**src/rtl/lif_pkg.sv**
```systemverilog
// Shared types and constants for the time-multiplexed LIF neuron scheduler.
package lif_pkg;

    typedef enum logic [1:0] {
        ST_IDLE = 2'd0,
        ST_REQ  = 2'd1,
        ST_UPD  = 2'd2,
        ST_DONE = 2'd3
    } lif_state_e;

    localparam int WIDTH_DEFAULT  = 8;
    localparam int THRESH_DEFAULT = 127;

    // Index width, never narrower than one bit.
    function automatic int idx_width(input int n);
        return (n > 1) ? $clog2(n) : 1;
    endfunction

endpackage

```
**src/rtl/lif_update.sv**
```systemverilog
// Shared leaky-integrate-and-fire datapath: halve the stored state, add the current,
// saturate, compare against the threshold and pick the value to write back.
module lif_update
    import lif_pkg::*;
#(
    parameter int WIDTH = WIDTH_DEFAULT
) (
    input  logic [WIDTH-1:0] cur,
    input  logic [WIDTH-1:0] state,
    input  logic [WIDTH-1:0] thr,
    output logic             fire,
    output logic [WIDTH-1:0] new_state
);

    logic [WIDTH:0]   sum_wide;
    logic [WIDTH-1:0] sum;

    always_comb begin
        sum_wide  = {1'b0, cur} + {1'b0, state >> 1};
        sum       = sum_wide[WIDTH] ? '1 : sum_wide[WIDTH-1:0];
        fire      = (sum >= thr);
        new_state = fire ? '0 : sum;
    end

endmodule

```
**src/rtl/lif_scheduler.sv**
```systemverilog
// Walks NUM_NEURONS virtual neurons through one shared LIF update per timestep.
// state | meaning
// IDLE  | waiting for step_start, fire accumulator cleared
// REQ   | requesting current for neuron idx, waiting on cur_valid
// UPD   | applying the update to neuron idx, spike if it fired
// DONE  | step complete, spike_vec published
module lif_scheduler
    import lif_pkg::*;
#(
    parameter int NUM_NEURONS    = 4,
    parameter int WIDTH          = lif_pkg::WIDTH_DEFAULT,
    parameter int THRESH_DEFAULT = lif_pkg::THRESH_DEFAULT
) (
    input  logic                                 clk,
    input  logic                                 rst,
    input  logic                                 step_start,
    output logic                                 cur_req,
    output logic [idx_width(NUM_NEURONS)-1:0]    cur_idx,
    input  logic                                 cur_valid,
    input  logic [WIDTH-1:0]                     cur_data,
    input  logic                                 thr_we,
    input  logic [WIDTH-1:0]                     thr_data,
    output logic                                 spike_valid,
    output logic [idx_width(NUM_NEURONS)-1:0]    spike_idx,
    output logic [NUM_NEURONS-1:0]               spike_vec,
    output logic                                 busy,
    output logic                                 done,
    output logic                                 overrun
);

    localparam int            IW       = idx_width(NUM_NEURONS);
    localparam logic [IW-1:0] LAST_IDX = IW'(NUM_NEURONS - 1);

    lif_state_e             state_q, state_d;
    logic [IW-1:0]          idx_q, idx_d;
    logic [WIDTH-1:0]       cur_q, cur_d;
    logic [WIDTH-1:0]       thr_q, thr_d;
    logic [NUM_NEURONS-1:0] acc_q, acc_d;
    logic [NUM_NEURONS-1:0] spike_vec_q, spike_vec_d;
    logic                   overrun_q, overrun_d;
    logic [WIDTH-1:0]       mem_q [NUM_NEURONS];
    logic [WIDTH-1:0]       mem_d [NUM_NEURONS];
    logic                   upd_fire;
    logic [WIDTH-1:0]       upd_state;

    // The update works only from registered operands, so a threshold written in
    // the REQ cycle already applies to the UPD that follows it.
    lif_update #(.WIDTH(WIDTH)) u_update (
        .cur       (cur_q),
        .state     (mem_q[idx_q]),
        .thr       (thr_q),
        .fire      (upd_fire),
        .new_state (upd_state)
    );

    always_comb begin
        state_d     = state_q;
        idx_d       = idx_q;
        cur_d       = cur_q;
        acc_d       = acc_q;
        spike_vec_d = spike_vec_q;
        mem_d       = mem_q;
        thr_d       = thr_we ? thr_data : thr_q;
        overrun_d   = step_start && (state_q != ST_IDLE);

        case (state_q)
            ST_IDLE: begin
                acc_d = '0;
                idx_d = '0;
                if (step_start) state_d = ST_REQ;
            end
            ST_REQ: begin
                if (cur_valid) begin
                    cur_d   = cur_data;
                    state_d = ST_UPD;
                end
            end
            ST_UPD: begin
                mem_d[idx_q] = upd_state;
                if (upd_fire) acc_d[idx_q] = 1'b1;
                if (idx_q == LAST_IDX) begin
                    spike_vec_d = acc_d;
                    state_d     = ST_DONE;
                end else begin
                    idx_d   = idx_q + 1'b1;
                    state_d = ST_REQ;
                end
            end
            ST_DONE: state_d = ST_IDLE;
            default: state_d = ST_IDLE;
        endcase
    end

    always_ff @(posedge clk or posedge rst) begin
        if (rst) begin
            state_q     <= ST_IDLE;
            idx_q       <= '0;
            cur_q       <= '0;
            thr_q       <= WIDTH'(THRESH_DEFAULT);
            acc_q       <= '0;
            spike_vec_q <= '0;
            overrun_q   <= 1'b0;
            for (int i = 0; i < NUM_NEURONS; i++) mem_q[i] <= '0;
        end else begin
            state_q     <= state_d;
            idx_q       <= idx_d;
            cur_q       <= cur_d;
            thr_q       <= thr_d;
            acc_q       <= acc_d;
            spike_vec_q <= spike_vec_d;
            overrun_q   <= overrun_d;
            for (int i = 0; i < NUM_NEURONS; i++) mem_q[i] <= mem_d[i];
        end
    end

    assign cur_req     = (state_q == ST_REQ);
    assign cur_idx     = idx_q;
    assign spike_valid = (state_q == ST_UPD) && upd_fire;
    assign spike_idx   = spike_valid ? idx_q : '0;
    assign spike_vec   = spike_vec_q;
    assign busy        = (state_q != ST_IDLE);
    assign done        = (state_q == ST_DONE);
    assign overrun     = overrun_q;

endmodule
```
**config.mk**
```make
export PLATFORM = sky130hd
export DESIGN_NAME = lif_scheduler
export DESIGN_NICKNAME = d
export VERILOG_FILES = /design/src/rtl/lif_pkg.sv /design/src/rtl/lif_update.sv /design/src/rtl/lif_scheduler.sv
export SDC_FILE = /design/constraint.sdc
export NUM_CORES = 1
export LEC_CHECK = 0
export ABC_AREA = 1
export CAP_MARGIN = 30
export CORE_ASPECT_RATIO = 1.75
export CORE_MARGIN = 10
export CORE_UTILIZATION = 55
export CTS_CLUSTER_DIAMETER = 50
export DETAILED_ROUTE_END_ITERATION = 8
export PLACE_DENSITY_LB_ADDON = 0.3
export SETUP_SLACK_MARGIN = 0.02
export SYNTH_ARGS = -nofsm -noshare
export SYNTH_HDL_FRONTEND = slang
export SYNTH_SLANG_ARGS = --single-unit
export TNS_END_PERCENT = 20
```
**constraint.sdc**
```tcl
create_clock -name clk -period 4 [get_ports clk]
set_clock_uncertainty 0.1 [all_clocks]
set_input_delay 0.4 -clock clk [delete_from_list [all_inputs] [get_ports clk]]
set_output_delay 0.4 -clock clk [all_outputs]
set_load 0.005 [all_outputs]
```
==> run_results.csv, run 1 <==
group,metric,value,unit
run_status,status,"completed",
critical_path,cp.arrival,3.38,ns
hold_path,hold_path_class,"flip-flop to flip-flop",
synth,synth_top_area_share,40.2,%
timing,tns,0,ns
global_routing,gr-usage-all-layers,18.7,%
synth,yosysMostFrequentCell,"nand2_1",
timing,setup_viol,0,
synth,synth_xor_area_share,0.281,%
timing,hold_violations,0,
global_routing,grt_pass1_vias,2959,
synth,synth.area.mux_share,2.89,%
synth,synthTopCellsByArea,"dfrtp_1 40%, nand2_1 15%, ha_1 7.6%",
final_layout,fillers,403,
floorplan,start_util,56.2,%
synth,yosys.area_share.simple,27.9,%
synth,yosys.cell_types.count,28,
synth,yosysWarnings,0,
synth,syn_area_per_cell,7.99,um^2
routing,wl,8660,um
synth,synthAdderAreaFrac,8.27,%
critical_path,worstSetupPathType,"flip-flop to output pin",
critical_path,cp-end-kind,"output pin",
clock_network,clock_sinks,57,
final_layout,final_area,0.00417,mm^2
clock_network,cts_hold_buf,0,
final_layout,diodes,0,
job,drv_cap,0,
clock_network,clk_pin_slew,0.06,ns
global_routing,grt-ovfl-total,0,
clock_network,cts_tree,"built",
routing,vias,2874,
clock_network,htree_levels,3,
floorplan,chipHeight,120,um
hold_path,hold_depth,2,
critical_path,cp-start-kind,"flip-flop",
clock_network,cts_root_buffer,"clkbuf_8",
placement,place_congestion,0.930,
synth,ys_seq_area_share,46.1,%
synth,synthCells,390,
routing,wl_per_cell,16.4,um
global_routing,antenna_found_initial,0,
synth,synth-seq-cells,57,
routing,route.detailed.drc,0,
clock_network,cts_made_buffers,9,
synth,synth_top_family_by_area,"simple AND/OR/NAND/NOR gates",
synth,synth-compound-area-share,7.95,%
timing,timing.fmax,258,MHz
final_layout,drive_gt1_share,26.7,%
synth,syn_area,0.00312,mm^2
synth,ys.flop_type,"dfrtp_1",
synth,synth_nets,431,
critical_path,cp_slowest_stage_delay,0.43,ns
floorplan,core_area,0.00554,mm^2
placement,io_buffer_count,33,
critical_path,critical_path_required,3.50,ns
clock_network,clk_latency,0.34,ns
synth,synth_edf_count,0,
routing,dr.pass1.iters,5,
timing,fin_crit,3.88,ns
routing,ant_nets,0,
timing,grt_setup_unrepaired,"yes",
final_layout,finalNetCount,490,
floorplan,num_rows,36,
placement,dp_hpwl,6040,um
synth,synth_common_cells,"127 x nand2_1, 50 x dfrtp_1, 37 x inv_1",
timing,tightest_slew,0.804,ns
floorplan,die-area,0.00919,mm^2
routing,first_iter_violations,196,
synth,synthArstFlopShare,100,%
timing,fin_crit_sh,97.1,%
critical_path,cp_slowest_cell,"dfrtp_1",
routing,vias_per_cell,5.43,
critical_path,r2r_cells,20,
timing,maxSlewViolCount,0,
timing,slew_headroom,46.3,%
floorplan,io_pins,34,
clock_network,clockBufferDepth,2,
critical_path,path_cells,"clkinvlp_4 > buf_6 > buf_4 > nor2_1 > o22ai_2 > ha_4 > nand2_1 > nand2_1 > a21oi_2 > buf_4 > nand3_1 > nand3_2 > ha_4 > nand2_2 > nor2_4 > nand4_1 > nand3_2 > nand2_2 > nor2_2 > buf_2",
global_routing,grt_max_degree,40,
placement,dpl_cell_area,0.00359,mm^2
final_layout,areaGrowthSynthToFinish,34.0,%
critical_path,worstPathMaxFanout,7,
floorplan,fp.dieW,76.9,um
global_routing,grt_first_pass_wirelength,13800,um
synth,yosysTopAreaCell,"dfrtp_1",
==> routing by layer <==
layer | global-route usage, % | vias to the layer above | share of wire (%)
li1 | - | 1365 | -
met3 | 4.93 | 49 | 5.4
met1 | 18.4 | 1324 | 36
met5 | 0 | - | 0
met4 | 12.4 | 0 | 5.7
met2 | 33.5 | 136 | 53
==> critical path: cells and delay by family (launching register included) <==
kind,cells,cell delay [ns]
buffers and inverters,5,0.76
flip-flops,1,0.43
adder cells (fa/ha/maj),2,0.61
AND/OR/NAND/NOR,11,1.04
AO/OA/AOI/OAI,2,0.20
==> cells by family after synthesis <==
group	Yosys count
muxes	8
AOI/OAI and AO/OA	46
buffers and inverters	52
xor gates and xnor gates	1
adders and majority gates	20
and+or+nand+nor	206
DFF	57
==> sequential cells by signal, indices dropped and copies added (netlist names) <==
name	cells
state_q	2
spike_vec	4
cur_idx	2
overrun	1
thr_q	8
acc_q	4
cur_q	8
mem_q	28
==> per-stage QoR <==
stage / hold WS (ns) / setup slack (ns) / std cells / utilization [%]
3_5_place_dp: 0.360 / -0.102 / 502 / 64.9
2_1_floorplan: 0.344 / 0.460 / 390 / -
4_1_cts: 0.376 / 0.0120 / 526 / 71.9
5_1_grt: 0.408 / -0.0924 / 529 / 75.3
6_report: 0.381 / 0.117 / 529 / 75.3
3_3_place_gp: 0.359 / -0.0182 / 502 / 64.9
==> final cells by class <==
cell class / count / area, um^2 / area share [%]
clock inverter: 3 / 40.0 / 0.959
tap: 76 / 95.1 / 2.28
sequential: 57 / 1440 / 34.4
multi-input combinational: 281 / 1760 / 42.3
timing repair buffer: 56 / 512 / 12.3
inverter: 44 / 173 / 4.14
clock buffer: 12 / 155 / 3.72
==> timing repair <==
item | in CTS | in global routing
gates resized for setup | 42 | 43
endpoints found under the setup margin | 3 | 6
pin swaps | 19 | 34
setup buffers | 9 | 3
==> placed cells by master (no fill, tap or decap), drive strengths merged <==
master / Yosys / routed
dfstp: 7 / 7
nand3: 37 / 37
mux2: 8 / 8
inv: 43 / 42
bufinv: 0 / 1
a21o: 1 / 1
clkinvlp: 0 / 1
nor2: 34 / 34
clkdlybuf4s50: 0 / 30
xnor2: 1 / 1
a21oi: 10 / 10
nand3b: 2 / 2
nand2: 130 / 130
nand4: 1 / 1
or2: 2 / 2
o21ai: 27 / 27
buf: 5 / 25
o22ai: 7 / 7
clkbuf: 3 / 13
a21boi: 1 / 1
fa: 1 / 1
ha: 19 / 19
dfrtp: 50 / 50
clkinv: 1 / 3
==> worst paths after layout <==
kind	startpoint	to	slack, ns
worst max register to register	cur_idx[0]	mem_q[23]	0.31
min in group asynchronous	rst	cur_q[3]	0.44
max in group asynchronous	rst	mem_q[17]	2.59
worst min-delay path	spike_vec[0]	spike_vec[0]	0.38
worst max-delay path	cur_idx[0]	spike_idx[0]	0.12
worst min register to register	spike_vec[0]	spike_vec[0]	0.38
Power of run 1 is not shown: default switching activity piles up to over one toggle a cycle in this logic, so the estimate is an artifact.
==> run 2: changes to the inputs <==
CORE_MARGIN = 8   (was 10)
SKIP_CTS_REPAIR_TIMING = 1   (was unset)
==> run_results.csv, run 2 (same netlist as run 1, synthesis figures left out) <==
group,metric,value,unit
critical_path,cp.arrival,3.41,ns
job,drv_cap,0,
clock_network,clockBufferDepth,2,
critical_path,cp-start-kind,"flip-flop",
clock_network,clk_latency,0.34,ns
final_layout,regArea,0.00144,mm^2
global_routing,gr-usage-all-layers,20.0,%
final_layout,layout_commonest_cell,"nand2_1",
placement,post-place-ws,-0.0330,ns
routing,ant_nets,0,
final_layout,areaGrowthSynthToFinish,31.5,%
clock_network,cts_tree,"built",
floorplan,num_rows,36,
clock_network,cts_made_buffers,9,
global_routing,met1_usage,21.8,%
floorplan,start_util,56.2,%
global_routing,grt-ovfl-total,0,
final_layout,layout_common_cells,"120 x nand2_1, 48 x dfrtp_1, 35 x inv_1, 31 x nand3_1, 30 x clkdlybuf4s50_1",
timing,hold_violations,0,
timing,slew_headroom,53.4,%
routing,first_iter_violations,276,
routing,dr.pass1.iters,6,
floorplan,core_area,0.00554,mm^2
clock_network,clk_pin_slew,0.07,ns
routing,vias_per_cell,5.46,
final_layout,fillers,419,
routing,vias,2894,
timing,setup_ws,0.0858,ns
global_routing,antenna_found_initial,0,
routing,route.detailed.drc,0,
final_layout,finalNetCount,491,
placement,dpl_cell_area,0.00358,mm^2
final_layout,diodes,0,
timing,timing.fmax,255,MHz
timing,fin_crit_sh,97.9,%
placement,place_congestion,0.926,
global_routing,grt_max_degree,35,
timing,grt_setup_unrepaired,"yes",
critical_path,cp-end-kind,"output pin",
floorplan,die-area,0.00842,mm^2
final_layout,drive_gt1_share,23.1,%
timing,setup_viol,0,
global_routing,use_met3,4.59,%
final_layout,largest_register,"mem_q",
run_status,status,"completed",
timing,fin_crit,3.91,ns
global_routing,grt_first_pass_wirelength,13000,um
timing,tightest_slew,0.698,ns
timing,maxSlewViolCount,0,
clock_network,cts_root_buffer,"clkbuf_8",
critical_path,worstSetupPathType,"flip-flop to output pin",
final_layout,top_regs,"mem_q: 28 flops, cur_q: 8 flops, thr_q: 8 flops",
routing,wl_per_cell,16.1,um
hold_path,hold_path_class,"flip-flop to flip-flop",
critical_path,critical_path_required,3.50,ns
floorplan,chipHeight,116,um
routing,wl,8510,um
critical_path,worstPathMaxFanout,6,
global_routing,grt_use_met2,36.0,%
timing,fin_hold_ws,0.380,ns
floorplan,io_pins,34,
global_routing,grt_pass1_vias,2716,
clock_network,clock_sinks,57,
global_routing,grt_busiest_layer,"met2",
placement,io_buffer_count,33,
final_layout,fin_util,74.0,%
final_layout,final_area,0.00410,mm^2
final_layout,largest_reg_flops,28,
final_layout,multiInputGateArea,0.00166,mm^2
clock_network,htree_levels,3,
placement,dp_hpwl,5720,um
floorplan,fp.dieW,72.9,um
==> run 2: cell count changes in the layout (fill, tap and decap cells not counted), sizes merged <==
cell          delta
dlymetal6s2s     +1
clkbuf           -4
bufinv           +1
buf              -1
clkinvlp         +3
clkinv           +1
==> run 2: cell type report <==
| type | count | share of cell area [%] |
|---|---|---|
| clock inverter | 6 | 2.05 |
| timing repair inverter | 2 | 0.305 |
| tap | 76 | 2.32 |
| clock buffer | 9 | 3.02 |
| multi-input combinational | 281 | 40.6 |
| timing repair buffer | 55 | 12.3 |
| inverter | 44 | 4.34 |
| sequential | 57 | 35.1 |
==> run 2: final timing paths <==
| kind | startpoint | to | slack, ns | depth (start not counted) |
|---|---|---|---|---|
| worst max register to register | cur_idx[0] | mem_q[17] | 0.35 | 21 |
| max in group asynchronous | rst | cur_idx[0] | 2.60 | 3 |
| worst min register to register | spike_vec[3] | spike_vec[3] | 0.38 | 2 |
| min in group asynchronous | rst | cur_q[5] | 0.39 | 2 |
| worst min-delay path | spike_vec[3] | spike_vec[3] | 0.38 | 2 |
| worst max-delay path | cur_idx[0] | spike_idx[1] | 0.09 | 20 |
==> run 2: stage by stage <==
step / TNS [ns] / cells
after floorplan: 0 / 390
after global placement: 0 / 502
after detailed placement: -0.0518 / 502
after CTS: -1.18 / 517
after global routing: -0.288 / 530
final: 0 / 530
==> run 2: critical path, stage by stage, from the launching register on <==
cell and delay (ns):
dfrtp_2 0.45, clkinvlp_4 0.22, o21ai_2 0.19, o22ai_2 0.10, ha_2 0.21, fa_2 0.38, nand3_2 0.10, nand2_2 0.08
nand2_2 0.09, nand2_4 0.08, or2_4 0.26, ha_4 0.27, nand2_1 0.06, nand2_1 0.07, nand2_1 0.06, nand2_1 0.05
nand2_1 0.05, nand3_2 0.09, nand2_2 0.06, nor2_1 0.08, buf_2 0.12
==> run 2: layer usage <==
layer	part of all wire [%]	wire, um
met1	37	3160
met2	55	4650
met3	5.3	449
met4	3.0	252
met5	0	0
Power of run 2 is left out for the same reason.
